<file path="src/rtl/mandelbrot_recirc.sv">
// mandelbrot_recirc: ring controller for the fractal pixel pipeline.
// Seeds the math input FIFO with one frame of zeroed records, then recirculates
// every record from the math output FIFO back into the input FIFO while
// presenting its pixel value on a one-deep ready/valid stream. The draw mode
// is only latched at frame boundaries so the math block never switches
// mode in the middle of a frame.
module mandelbrot_recirc #(
    parameter int WIDTH  = 800,
    parameter int HEIGHT = 480
) (
    input  logic         i_Clk,
    input  logic         i_Reset,
    input  logic [103:0] i_Out_Fifo_Data,
    input  logic         i_Out_Fifo_Empty,
    output logic         o_Out_Fifo_Rdreq,
    output logic [103:0] o_In_Fifo_Data,
    output logic         o_In_Fifo_Wrreq,
    input  logic         i_In_Fifo_Full,
    output logic [7:0]   o_Px_Val,
    output logic         o_Px_Valid,
    output logic         o_Px_Sof,
    input  logic         i_Px_Ready,
    input  logic [1:0]   i_Draw,
    output logic [1:0]   o_Draw,
    output logic [15:0]  o_Frame_Count,
    output logic         o_Filled
);

    // state     | meaning
    // ST_FILL   | seeding the input FIFO with WIDTH*HEIGHT zeroed records
    // ST_RUN    | recirculating records and streaming pixel values

    // Encoding of the clear mode from draw.vh; other modes pass through untouched.
    localparam logic [1:0] DRAW_CLEAR = 2'd0;

    localparam int NPIX = WIDTH * HEIGHT;
    localparam int XW   = (WIDTH  > 1) ? $clog2(WIDTH)  : 1;
    localparam int YW   = (HEIGHT > 1) ? $clog2(HEIGHT) : 1;

    localparam logic [18:0]   FILL_LAST = 19'(NPIX - 1);
    localparam logic [XW-1:0] X_LAST    = XW'(WIDTH - 1);
    localparam logic [YW-1:0] Y_LAST    = YW'(HEIGHT - 1);

    typedef enum logic {
        ST_FILL = 1'b0,
        ST_RUN  = 1'b1
    } state_t;

    state_t        state;
    state_t        state_next;
    logic [18:0]   fill_cnt;
    logic [XW-1:0] x;
    logic [YW-1:0] y;
    logic          fill_wr;
    logic          fill_done;
    logic          xfer;
    logic          x_last;
    logic          y_last;
    logic          frame_end;

    assign x_last    = (x == X_LAST);
    assign y_last    = (y == Y_LAST);
    assign frame_end = xfer & x_last & y_last;

    // Next-state and transfer decision; reset masks every FIFO strobe so a
    // reset cycle can never pop or write a record.
    always_comb begin
        state_next = state;
        fill_wr    = 1'b0;
        fill_done  = 1'b0;
        xfer       = 1'b0;
        case (state)
            ST_FILL: begin
                fill_wr   = ~i_In_Fifo_Full & ~i_Reset;
                fill_done = fill_wr & (fill_cnt == FILL_LAST);
                if (fill_done) begin
                    state_next = ST_RUN;
                end
            end
            ST_RUN: begin
                xfer = ~i_Out_Fifo_Empty & ~i_In_Fifo_Full
                     & (~o_Px_Valid | i_Px_Ready) & ~i_Reset;
            end
            default: begin
                state_next = ST_FILL;
            end
        endcase
    end

    // The popped record goes straight back into the ring in the same cycle.
    assign o_Out_Fifo_Rdreq = xfer;
    assign o_In_Fifo_Wrreq  = fill_wr | xfer;
    assign o_In_Fifo_Data   = (state == ST_RUN) ? i_Out_Fifo_Data : '0;
    assign o_Filled         = (state == ST_RUN);

    // State register.
    always_ff @(posedge i_Clk) begin
        if (i_Reset) begin
            state <= ST_FILL;
        end else begin
            state <= state_next;
        end
    end

    // Seeding counter: advances only on writes that actually happen.
    always_ff @(posedge i_Clk) begin
        if (i_Reset) begin
            fill_cnt <= '0;
        end else if (fill_wr) begin
            fill_cnt <= fill_cnt + 19'd1;
        end
    end

    // Raster position of the next record to leave the math output FIFO.
    always_ff @(posedge i_Clk) begin
        if (i_Reset) begin
            x <= '0;
            y <= '0;
        end else if (xfer) begin
            if (x_last) begin
                x <= '0;
                y <= y_last ? '0 : y + YW'(1);
            end else begin
                x <= x + XW'(1);
            end
        end
    end

    // One-deep pixel register: reloads on a transfer, empties when the sink
    // takes the pixel with nothing new behind it, otherwise holds.
    always_ff @(posedge i_Clk) begin
        if (i_Reset) begin
            o_Px_Val   <= '0;
            o_Px_Valid <= 1'b0;
            o_Px_Sof   <= 1'b0;
        end else if (xfer) begin
            o_Px_Val   <= i_Out_Fifo_Data[103:96];
            o_Px_Valid <= 1'b1;
            o_Px_Sof   <= (x == '0) && (y == '0);
        end else if (o_Px_Valid & i_Px_Ready) begin
            o_Px_Valid <= 1'b0;
            o_Px_Sof   <= 1'b0;
        end
    end

    // Frame counter and draw-mode latch, updated only at frame boundaries
    // (end of seeding and the transfer of the last pixel of a frame).
    always_ff @(posedge i_Clk) begin
        if (i_Reset) begin
            o_Frame_Count <= '0;
            o_Draw        <= DRAW_CLEAR;
        end else begin
            if (frame_end) begin
                o_Frame_Count <= o_Frame_Count + 16'd1;
            end
            if (frame_end | fill_done) begin
                o_Draw <= i_Draw;
            end
        end
    end

endmodule

</file>
<file path="config.mk">
export PLATFORM = sky130hd
export DESIGN_NAME = mandelbrot_recirc
export DESIGN_NICKNAME = d
export VERILOG_FILES = /design/src/rtl/mandelbrot_recirc.sv
export SDC_FILE = /design/constraint.sdc
export NUM_CORES = 1
export LEC_CHECK = 0
export BUFFER_PORTS_ARGS = -buffer_cell sky130_fd_sc_hd__buf_2
export CAP_MARGIN = 10
export CORE_AREA = 2 2 96 98
export DETAILED_ROUTE_END_ITERATION = 8
export DIE_AREA = 0 0 98 100
export PLACE_DENSITY = 0.9
export SETUP_SLACK_MARGIN = 0.15
export SYNTH_ARGS = -nofsm -noshare
export SYNTH_HDL_FRONTEND = slang
export SYNTH_SLANG_ARGS = --single-unit
export TNS_END_PERCENT = 100
</file>
<file path="constraint.sdc">
create_clock -name i_Clk -period 5.1 [get_ports i_Clk]
set_input_delay 1.02 -clock i_Clk [delete_from_list [all_inputs] [get_ports i_Clk]]
set_output_delay 1.02 -clock i_Clk [all_outputs]
set_load 0.05 [all_outputs]
</file>
# ---- After elaboration in Yosys (flattened, before gate mapping)
# Cells that the tools add are included.
dict set report op_classes {
  add_sub_neg 4
  eq_ne 3
  n_mux 11
  bitwise 15
  reduce_logical 5
}
# cell n
set op_table {}
lappend op_table {{two-way mux 104 bit} 1}
lappend op_table {{adder 19 x 1 -> 19 bit, second input constant} 1}
lappend op_table {{== test 19 bit, second input constant} 1}
lappend op_table {{adder 16 x 1 -> 16 bit, second input constant} 1}
lappend op_table {{adder 10 x 1 -> 10 bit, second input constant} 1}
lappend op_table {{== test 10 bit, second input constant} 1}
lappend op_table {{logical NOT 10 bit} 1}
lappend op_table {{two-way mux 10 bit} 1}
lappend op_table {{adder 9 x 1 -> 9 bit, second input constant} 1}
lappend op_table {{== test 9 bit, second input constant} 1}
lappend op_table {{logical NOT 9 bit} 1}
lappend op_table {{two-way mux 9 bit} 1}
lappend op_table {{AND 1 bit} 8}
lappend op_table {{two-way mux 1 bit} 8}
lappend op_table {{NOT 1 bit} 4}
lappend op_table {{bitwise OR 1 bit} 3}
lappend op_table {{AND reduction 2 bit} 1}
lappend op_table {{nonzero test 2 bit} 1}
lappend op_table {{logical AND 1 bit} 1}
dict set report totals {
  ff_bits 67
  in_bits 111
  elab_cells 47
}

# ---- Logic depth before layout (Yosys ltp)
# Gate-level depths: netlist of run 1.
dict set report depth {
  depth_word 8
  depth_mapped 8
  depth_no_buf 6
}

# ---- Least setup slack after synthesis of run 1
# OpenSTA, ideal clock, no wires.
dict set report synth_path {
  path_kind {input port to output port}
  startpoint {input port i_Reset}
  endpoint {output port o_In_Fifo_Wrreq}
  arrival_ns 2.800
  required_time_ns 4.080
  slack_ns 1.280
  path_stages 6
  path_cell_list {buf_6 nor4b_1 nand2_1 inv_1 buf_1 a21o_1}
}
dict set report synth_between {
  elab_chain_cells 4
}
# element line
set synth_rtl {}
lappend synth_rtl {{start: declaration} 12} ;# input logic i_Reset,
lappend synth_rtl {{NOT 1 bit} 82} ;# & (~o_Px_Valid | i_Px_Ready) & ~i_Reset;
lappend synth_rtl {{AND 1 bit} 82}
lappend synth_rtl {{two-way mux 1 bit} 72} ;# case (state)
lappend synth_rtl {{named net o_Out_Fifo_Rdreq} 15} ;# output logic o_Out_Fifo_Rdreq,
lappend synth_rtl {{bitwise OR 1 bit} 92} ;# assign o_In_Fifo_Wrreq = fill_wr | xfer;
lappend synth_rtl {{end: declaration} 17} ;# output logic o_In_Fifo_Wrreq,
# The timed path passes the listed nets, and every way through them passes these cells.

# ---- Worst setup path in the final report of run 1
dict set report layout_path {
  startpoint {input port i_In_Fifo_Full}
  endpoint {output port o_In_Fifo_Wrreq}
}
dict set report layout_between {
  elab_chain_cells 6
}
# element line
set layout_rtl {}
lappend layout_rtl {{start: declaration} 18} ;# input logic i_In_Fifo_Full,
lappend layout_rtl {{NOT 1 bit (*)} {74, 81}}
lappend layout_rtl {{AND 1 bit} 81} ;# xfer = ~i_Out_Fifo_Empty & ~i_In_Fifo_Full
lappend layout_rtl {{AND 1 bit (2 in a row)} 82}
lappend layout_rtl {{two-way mux 1 bit} 72}
lappend layout_rtl {{bitwise OR 1 bit (*)} 92}
# Every way passes the cells marked *; elsewhere a longest branch is shown, timed or not.

==> impl_metrics.toml, run 1 <==
[grt]
grt_start_max_net_pins = 110
grt_pass1_wl_mm = 20.8
grt_usage_pct = 27.3
grt_antenna_before_repair = 0
overflow = 0
grt_pass1_vias = 3937

[die]
ios = 246
core_area_um2 = 8890
die_area_um2 = 9800
die_w_um = 98
num_rows = 35
start_util_pct = 42.1
fp.dieH_um = 100

[yosys]
async_flop_share_pct = 0
synthSimpleGateAreaFrac_pct = 41.8
ys_seq_area_share_pct = 35.8
synthMuxAreaShare_pct = 0.267
synthDistinctLibCells = 40
synth_compound_area_share_pct = 7.68
syn_inst = 481
syn-num-nets = 598
syn-cell-area_um2 = 3750
synth-xor-area-share_pct = 8.18
synth_top_family_by_area = "simple AND/OR/NAND/NOR gates"
yosysWarnings = 0
synthAdderAreaFrac_pct = 2.00
synth-seq-cells = 67
synth_edf_count = 0
synth_area_per_cell_um2 = 7.79
ys.flop_type = "dfxtp_1"

[placement]
gp_congestion = 0.942
dp.cells = 817
portBuffers = 245
dp_slack_ns = 1.07
hpwl_mm = 10.6

[routing]
drt_first_pass_iters = 4
wl_mm = 13.5
routed_via_density = 5.11
drt_iter0_drc = 262
num_vias = 4256
post_drt_wl_per_cell_um = 16.1
antenna_left = 0
drc = 0

[finish]
mostFrequentLayoutCell = "buf_2"
regArea_um2 = 1340
fill_cells = 814
syn2layout_area_growth_pct = 39.2
stdcell_count = 833
multi_input_comb_area_um2 = 2250
drive_gt1_share_pct = 37.5
nNetsFinal = 834
antenna_cells = 0
final_cell_mix = "buf_2, and2_1, dfxtp_1"

[setup_path]
crit_fanout = 15
crit_type = "in -> out"
cp_slowest_stage_delay_ns = 0.55
required_ns = 4.08
arrival_ns = 3.02
crit_top_cell = "buf_2"
crit_chain = "buf_2, nor4b_1, nand2_1, inv_1, a21o_1, buf_2"
cp-end-kind = "output port"
cp_num_buf_inv = 3
cp_top_family = "simple AND/OR/NAND/NOR gates"
startpoint_type = "primary input"
crit_path_top_delay_cell = "nor4b_1"

[clock_tree]
clock-sinks = 67
clk_pin_slew_ns = 0.07
cts_tree = "yes"
ctsLongestPathBuffers = 2
cts_hold_buf = 0
htree_num_levels = 3
cts-buffers-inserted = 9
insertion_delay_ns = 0.36
post_cts_buffers = 0
cts-root-buf = "clkbuf_8"
cts_resized = 0

[sta]
fmaxAchievable_mhz = 248
rsz0062_at_grt = "false"
timing.hold.ws_ns = 0.465
drv_slew = 0
hold_viol = 0
finalSetupViolations = 0
clock_skew_ns = 0.0106
fin_crit_ns = 4.04
slew_headroom_pct = 38.2
worst_slack_ns = 1.06
fin_tns_setup_ns = 0
min_period_over_period_pct = 79.2
worst_pin_slew_ns = 0.914

[job]
drv_cap = 0

[power_and_ir_drop]
comb_power_share_pct = 5.8
power.switching_mw = 0.226
sw_frac_of_total_pct = 22.2
power.share.clock_pct = 42.6
p_seq_share_pct = 51.6
power_density_nw_per_um2 = 196
p_leak_nw = 2.56
p_int_mw = 0.794
vdd_drop_max_uv = 175

[min_path]
hold_class = "reg -> reg"

[run_status]
status = "finished clean"
==> power groups by stage <==
stage / Sequential (mW) / Combinational, mW / Clock, mW
global placement: 0.538 / 0.0582 / 0
finish: 0.526 / 0.0591 / 0.434
global route: 0.526 / 0.0645 / 0.468
detailed placement: 0.538 / 0.0588 / 0
CTS: 0.526 / 0.0591 / 0.439
floorplan: 0.538 / 0.0146 / 0
==> cell usage after synthesis (2+ instances only) <==
cell	count	share of area [%]
buf_6	2	0.60
nor2_1	49	4.9
o31ai_1	5	1.0
nand3_1	27	3.6
inv_1	12	1.2
nor4b_1	2	0.47
or4_4	2	0.60
xor2_1	13	3.0
dfxtp_1	67	36
nor3_1	9	1.2
and2_1	104	17
or4_1	5	1.0
and4_1	2	0.47
clkbuf_1	17	1.7
a21oi_1	27	3.6
buf_1	2	0.20
o21ai_0	14	1.9
nor4_1	12	2.0
ha_1	6	2.0
nand4_1	11	1.8
dlygate4sd3_1	2	0.53
xnor2_1	22	5.1
nand2_1	39	3.9
and3_1	6	1.0
nor4bb_1	2	0.53
or3_1	8	1.3
==> metrics by stage <==
stage          power, mW  util, %  instance area (um^2)
4_1_cts             1.02     58.7                  5220
5_1_grt             1.06     58.7                  5220
2_1_floorplan      0.552        -                  3750
3_5_place_dp       0.597     56.5                  5020
3_3_place_gp       0.596     56.5                  5020
6_report            1.02     58.7                  5220
==> state kept, by name, summed over array words and instances, names as in the netlist <==
| name | flops |
|---|---|
| o_Filled | 1 |
| fill_cnt | 19 |
| y | 9 |
| o_Px_Sof | 1 |
| o_Px_Valid | 1 |
| o_Px_Val | 8 |
| o_Frame_Count | 16 |
| x | 10 |
| o_Draw | 2 |
==> worst register-to-register path, cell delays in order (launching register included) <==
cell and delay (ns):
dfxtp_2 0.32, nor4b_1 0.49, nand2_1 0.44, inv_1 0.49
nand3_1 0.45, or4_1 0.61, a21oi_1 0.16
==> layer usage <==
layer | global-route usage [%] | part of all wire, % | wire [um] | up-vias
met5 | 0 | 0 | 0 | -
met4 | 9.72 | 2.5 | 331 | 0
met3 | 10.9 | 12 | 1640 | 26
met2 | 44.2 | 45 | 6050 | 208
met1 | 33.0 | 40 | 5430 | 1926
li1 | - | - | - | 2096
==> cell type report <==
| class | count | area share, % |
|---|---|---|
| multi-input cells | 379 | 43.1 |
| well taps | 111 | 2.66 |
| repair buffers | 248 | 23.9 |
| flip-flops and latches | 67 | 25.7 |
| clock inverters | 5 | 1.01 |
| clock buffers | 11 | 2.71 |
| inverters | 12 | 0.864 |
==> final timing paths <==
| kind | from | end | slack [ns] | depth (start not counted) |
|---|---|---|---|---|
| worst min register to register | o_Px_Val[6]$_SDFFE_PP0P_ | o_Px_Val[6]$_SDFFE_PP0P_ | 0.47 | 2 |
| worst max register to register | o_Filled$_SDFF_PP0_ | o_Frame_Count[8]$_SDFFE_PP0P_ | 2.06 | 6 |
| worst max-delay path | i_In_Fifo_Full | o_In_Fifo_Wrreq | 1.06 | 6 |
| worst min-delay path | o_Px_Val[6]$_SDFFE_PP0P_ | o_Px_Val[6]$_SDFFE_PP0P_ | 0.47 | 2 |
==> kinds of logic (layout without fill, tap and decap cells) <==
family / count (synthesis) / in the layout
flip-flops: 67 / 67
buffers and inverters: 35 / 276
XOR/XNOR: 35 / 35
adder cells (fa/ha/maj): 6 / 6
multiplexers: 1 / 1
AO/OA/AOI/OAI: 52 / 52
AND/OR/NAND/NOR: 285 / 285
No activity file was read; power rests on OpenSTA's default activity.
==> run 2: changes to the inputs <==
- CORE_AREA: 2 2 96 98 -> unset
- CORE_UTILIZATION: unset -> 38
- DIE_AREA: 0 0 98 100 -> unset
- PLACE_DENSITY: 0.9 -> 0.85
- clock period: 5.1 -> 3.3 ns (I/O delays scaled with it)
==> impl_metrics.toml, run 2 (same netlist as run 1, synthesis figures left out) <==
[job]
drv_cap = 0

[placement]
portBuffers = 245
gp_congestion = 0.908
dp_slack_ns = 0.594
dp.cells = 839
place_area_um2 = 5090
hpwl_mm = 10.5

[clock_tree]
cts_hold_buf = 0
cts_resized = 0
post_cts_buffers = 0
ctsLongestPathBuffers = 2
clk_pin_slew_ns = 0.08
htree_num_levels = 3
cts_tree = "yes"
insertion_delay_ns = 0.35
cts-buffers-inserted = 9
cts-root-buf = "clkbuf_8"
clock-sinks = 67

[die]
die_area_um2 = 10300
num_rows = 35
core_area_um2 = 9420
die_w_um = 101
start_util_pct = 39.8
ios = 246
fp.dieH_um = 101

[grt]
grt_pass1_wl_mm = 19.6
grt_usage_pct = 25.5
grtUsageMet2_pct = 45.4
grtUsageMet3_pct = 5.59
grt_start_max_net_pins = 110
grt_most_used_layer = "met2"
met1_usage_pct = 29.6
overflow = 0
grt_pass1_vias = 3685
grt_antenna_before_repair = 0

[routing]
num_vias = 4191
drt_first_pass_iters = 4
wl_mm = 13.3
drc = 0
antenna_left = 0
post_drt_wl_per_cell_um = 15.6
routed_via_density = 4.90
drt_iter0_drc = 188

[setup_path]
startpoint_type = "flop"
arrival_ns = 1.96
cp_slowest_stage_delay_ns = 0.56
crit_fanout = 109
reg2regPathDepth = 5
crit_type = "reg -> out"
required_ns = 2.64
crit_path_top_delay_cell = "buf_4"
cp.depth = 4
cp_num_buf_inv = 2
cp_top_family = "buffers and inverters"
crit_chain = "buf_4, nor2_1, a21o_1, buf_12"
cp-end-kind = "output port"

[sta]
fmaxAchievable_mhz = 382
worst_slack_ns = 0.683
clock_skew_ns = 0.0123
timing.hold.ws_ns = 0.469
fin_tns_setup_ns = 0
drv_slew = 0
hold_viol = 0
fin_crit_ns = 2.62
finalSetupViolations = 0
worst_pin_slew_ns = 0.735
min_period_over_period_pct = 79.3
rsz0062_at_grt = "false"
slew_headroom_pct = 51.0

[power_and_ir_drop]
power_density_nw_per_um2 = 329
p_leak_nw = 2.61
vdd_drop_max_uv = 231
total_power_mw = 1.75

[run_status]
status = "finished clean"

[min_path]
hold_class = "reg -> reg"
min_path_cells = 2

[finish]
antenna_cells = 0
stdcell_count = 855
final_cell_mix = "buf_2, and2_1, dfxtp_1"
regMostFlops = "fill_cnt"
syn2layout_area_growth_pct = 42.5
top_regs = "fill_cnt (19), o_Frame_Count (16), x (10)"
utilization_pct = 56.7
design_area_um2 = 5340
mostFrequentLayoutCell = "buf_2"
drive_gt1_share_pct = 38.0
nNetsFinal = 838
fill_cells = 855
largest_reg_flops = 19
==> run 2: cell count changes in the layout (fill, tap and decap cells not counted) <==
cell,before,now
buf_4,3,7
bufinv_16,1,3
clkinv_2,3,1
clkinv_4,0,2
buf_12,0,1
buf_2,245,244
clkbuf_1,1,0
clkinvlp_4,1,0
==> run 2: layer usage <==
metal  up-vias  wire length (um)  share of wire, %
met5         -                 0                 0
met4         0               513               3.9
met1      1884              5310                40
met2       172              6570                49
met3        29               906               6.8
li1       2106                 -                 -
==> run 2: worst paths after layout <==
check,startpoint,endpoint,slack (ns)
setup reg to reg,y[5]$_SDFFE_PP0P_,o_Frame_Count[5]$_SDFFE_PP0P_,0.78
hold reg to reg,o_Px_Val[6]$_SDFFE_PP0P_,o_Px_Val[6]$_SDFFE_PP0P_,0.47
setup / recovery,o_Filled$_SDFF_PP0_,o_In_Fifo_Wrreq,0.68
hold / removal,o_Px_Val[6]$_SDFFE_PP0P_,o_Px_Val[6]$_SDFFE_PP0P_,0.47
==> run 2: report_power, final <==
part	leakage [nW]	total [mW]	internal, mW	switching [mW]
Sequential	0.540	0.813	0.810	0.00307
Clock	0.126	0.844	0.524	0.320
Combinational	1.94	0.0968	0.0526	0.0442
Total	2.61	1.75	1.39	0.367
==> run 2: final cells by class <==
| cell class | instances | area, um^2 | area share [%] |
|---|---|---|---|
| clock inverters | 6 | 113 | 2.11 |
| multi-input cells | 379 | 2250 | 42.1 |
| flip-flops and latches | 67 | 1340 | 25.1 |
| clock buffers | 10 | 138 | 2.58 |
| inverters | 12 | 45.0 | 0.844 |
| repair buffers | 252 | 1290 | 24.2 |
| well taps | 129 | 161 | 3.02 |
==> run 2: tightest hold or removal path: stages (launching register included) <==
cell and delay (ns):
dfxtp_1 0.32, nand2_1 0.05, a21oi_1 0.06
==> run 3: changes to the inputs <==
- ABC_AREA: unset -> 1
- CORE_UTILIZATION: 38 -> 41
- PLACE_DENSITY: 0.85 -> 0.87
- clock period: 3.3 -> 2.3 ns (I/O delays scaled with it)
==> impl_metrics.toml, run 3 <==
[routing]
post_drt_wl_per_cell_um = 12.6
drt_first_pass_iters = 5
num_vias = 5290
antenna_left = 0
drc = 0
wl_mm = 14.1
drt_iter0_drc = 337
routed_via_density = 4.72

[die]
die_w_um = 106
fp.dieH_um = 106
ios = 246
start_util_pct = 42.4
num_rows = 37
die_area_um2 = 11100
core_area_um2 = 10400

[grt]
grt_antenna_before_repair = 2
grt_start_max_net_pins = 62
grt_pass1_vias = 4406
grt_usage_pct = 25.0
overflow = 0
grt_pass1_wl_mm = 21.7

[finish]
fill_cells = 1010
mostFrequentLayoutCell = "buf_2"
top_regs = "fill_cnt (19), o_Frame_Count (16), x (10)"
syn2layout_area_growth_pct = 36.4
regMostFlops = "fill_cnt"
nNetsFinal = 1097
utilization_pct = 57.9
antenna_cells = 0
largest_reg_flops = 19
drive_gt1_share_pct = 29.8
final_cell_mix = "buf_2, nand2_1, inv_1"

[yosys]
syn-num-nets = 858
synth-seq-cells = 67
synthTopCellsByCount = "nand2_1, inv_1, nor2_1"
synth_area_per_cell_um2 = 5.94
syn_inst = 741
synth_area_leaders = "dfxtp_1, nand2_1, inv_1"
syn-cell-area_um2 = 4400
synth_edf_count = 0
yosys.area.top_type = "dfxtp_1"
synth_top_area_share_pct = 30.5
ys.flop_type = "dfxtp_1"
synth.most_common_cell = "nand2_1"
async_flop_share_pct = 0
ys_seq_area_share_pct = 30.5
yosysWarnings = 0
synthDistinctLibCells = 37

[sta]
fmaxAchievable_mhz = 485
finalSetupViolations = 0
fin_crit_ns = 2.06
fin_tns_setup_ns = 0
worst_pin_slew_ns = 0.377
drv_slew = 0
hold_viol = 0
rsz0062_at_grt = "false"
slew_headroom_pct = 74.8
clock_skew_ns = 0.00966
min_period_over_period_pct = 89.6

[setup_path]
cp_num_buf_inv = 2
crit_path_top_delay_cell = "dfxtp_4"
cp_top_family = "buffers and inverters"
cp_slowest_stage_delay_ns = 0.36
r2r_start = "x[0]$_SDFFE_PP0P_"
startpoint_type = "flop"
arrival_ns = 1.60
reg2regPathDepth = 8
required_ns = 1.84
rr_endpoint = "o_Frame_Count[12]$_SDFFE_PP0P_"
crit_chain = "buf_12, nand4_4, nand2_1, buf_2"
crit_type = "reg -> out"
reg2reg_slack_ns = 0.47
crit_fanout = 61
cp-end-kind = "output port"

[clock_tree]
clock-sinks = 67
htree_num_levels = 3
insertion_delay_ns = 0.36
cts-buffers-inserted = 9
cts_tree = "yes"
cts-root-buf = "clkbuf_8"
clk_pin_slew_ns = 0.07
ctsLongestPathBuffers = 2

[power_and_ir_drop]
power_density_nw_per_um2 = 432
p_leak_nw = 3.78
vdd_drop_max_uv = 246

[placement]
hpwl_mm = 11.4
portBuffers = 245
gp_congestion = 0.934

[min_path]
hold_class = "in -> reg"
min_path_cells = 3
hp-start = "i_Out_Fifo_Data[98]"
hold_end = "o_Px_Val[2]$_SDFFE_PP0P_"

[run_status]
status = "finished clean"

[job]
drv_cap = 0
-- run 3: area by class of cell --
| type | count | area, um^2 | area share [%] |
|---|---|---|---|
| multi-input combinational | 492 | 2330 | 38.8 |
| sequential | 67 | 1350 | 22.4 |
| timing repair buffer | 254 | 1310 | 21.9 |
| tap | 136 | 170 | 2.84 |
| clock buffer | 12 | 165 | 2.75 |
| clock inverter | 4 | 95.1 | 1.58 |
| inverter | 156 | 586 | 9.76 |
-- run 3: worst reg2reg max path: stages, from the launching register on --
cell,delay (ns)
dfxtp_1,0.43
ha_1,0.23
inv_1,0.05
nor2_1,0.16
nand4_1,0.18
nor2_2,0.28
nand2_2,0.22
nand2_1,0.13
a21oi_2,0.05
-- run 3: logic make-up after synthesis --
family	after synthesis	synth area share, %
adder cells (fa/ha/maj)	6	1.71
XOR/XNOR	15	2.99
flip-flops	67	30.5
AO/OA/AOI/OAI	66	8.02
buffers and inverters	182	16.6
AND/OR/NAND/NOR	405	40.2
-- run 3: metrics by stage --
step                setup slack (ns)  power [mW]  std cells  hold slack (ns)  cell area (um^2)
floorplan                      0.180        1.24        741            0.437              4400
global placement               0.448        1.34       1105            0.454              5730
detailed placement             0.411        1.35       1105            0.463              5730
CTS                            0.194        2.60       1121            0.351              5990
global route                   0.153        2.69       1121            0.359              6000
finish                         0.239        2.60       1121            0.358              6000
-- run 3: how the worst max path moves through the flow --
stage,start,depth (start not counted),endpoint,slack [ns]
global placement,i_In_Fifo_Full,5,o_Out_Fifo_Rdreq,0.45
floorplan,o_Filled$_SDFF_PP0_,5,o_In_Fifo_Data[36],0.18
detailed placement,i_In_Fifo_Full,8,o_Frame_Count[14]$_SDFFE_PP0P_,0.41
CTS,o_Filled$_SDFF_PP0_,5,o_In_Fifo_Data[44],0.19
finish,o_Filled$_SDFF_PP0_,4,o_In_Fifo_Wrreq,0.24
global route,o_Filled$_SDFF_PP0_,4,o_Out_Fifo_Rdreq,0.15
-- run 3: what timing repair did --
item / in CTS / in global routing
gates resized for setup: 0 / 2
setup buffers: 0 / 0
setup endpoints to repair: 0 / 11
hold buffers: 0 / 0
-- run 3: routing by layer --
layer / vias up / global-route usage (%) / wire [um] / part of all wire (%)
li1: 2710 / - / - / -
met1: 2334 / 30.8 / 5850 / 42
met2: 219 / 43.2 / 7010 / 50
met3: 27 / 5.13 / 831 / 5.9
met4: 0 / 8.53 / 394 / 2.8
met5: - / 0 / 0 / 0
-- run 3: power by group --
part           switching (mW)  total (mW)  internal (mW)
sequential            0.00289        1.16           1.16
combinational          0.0753       0.155         0.0795
clock                   0.469        1.28          0.808
total                   0.547        2.60           2.05
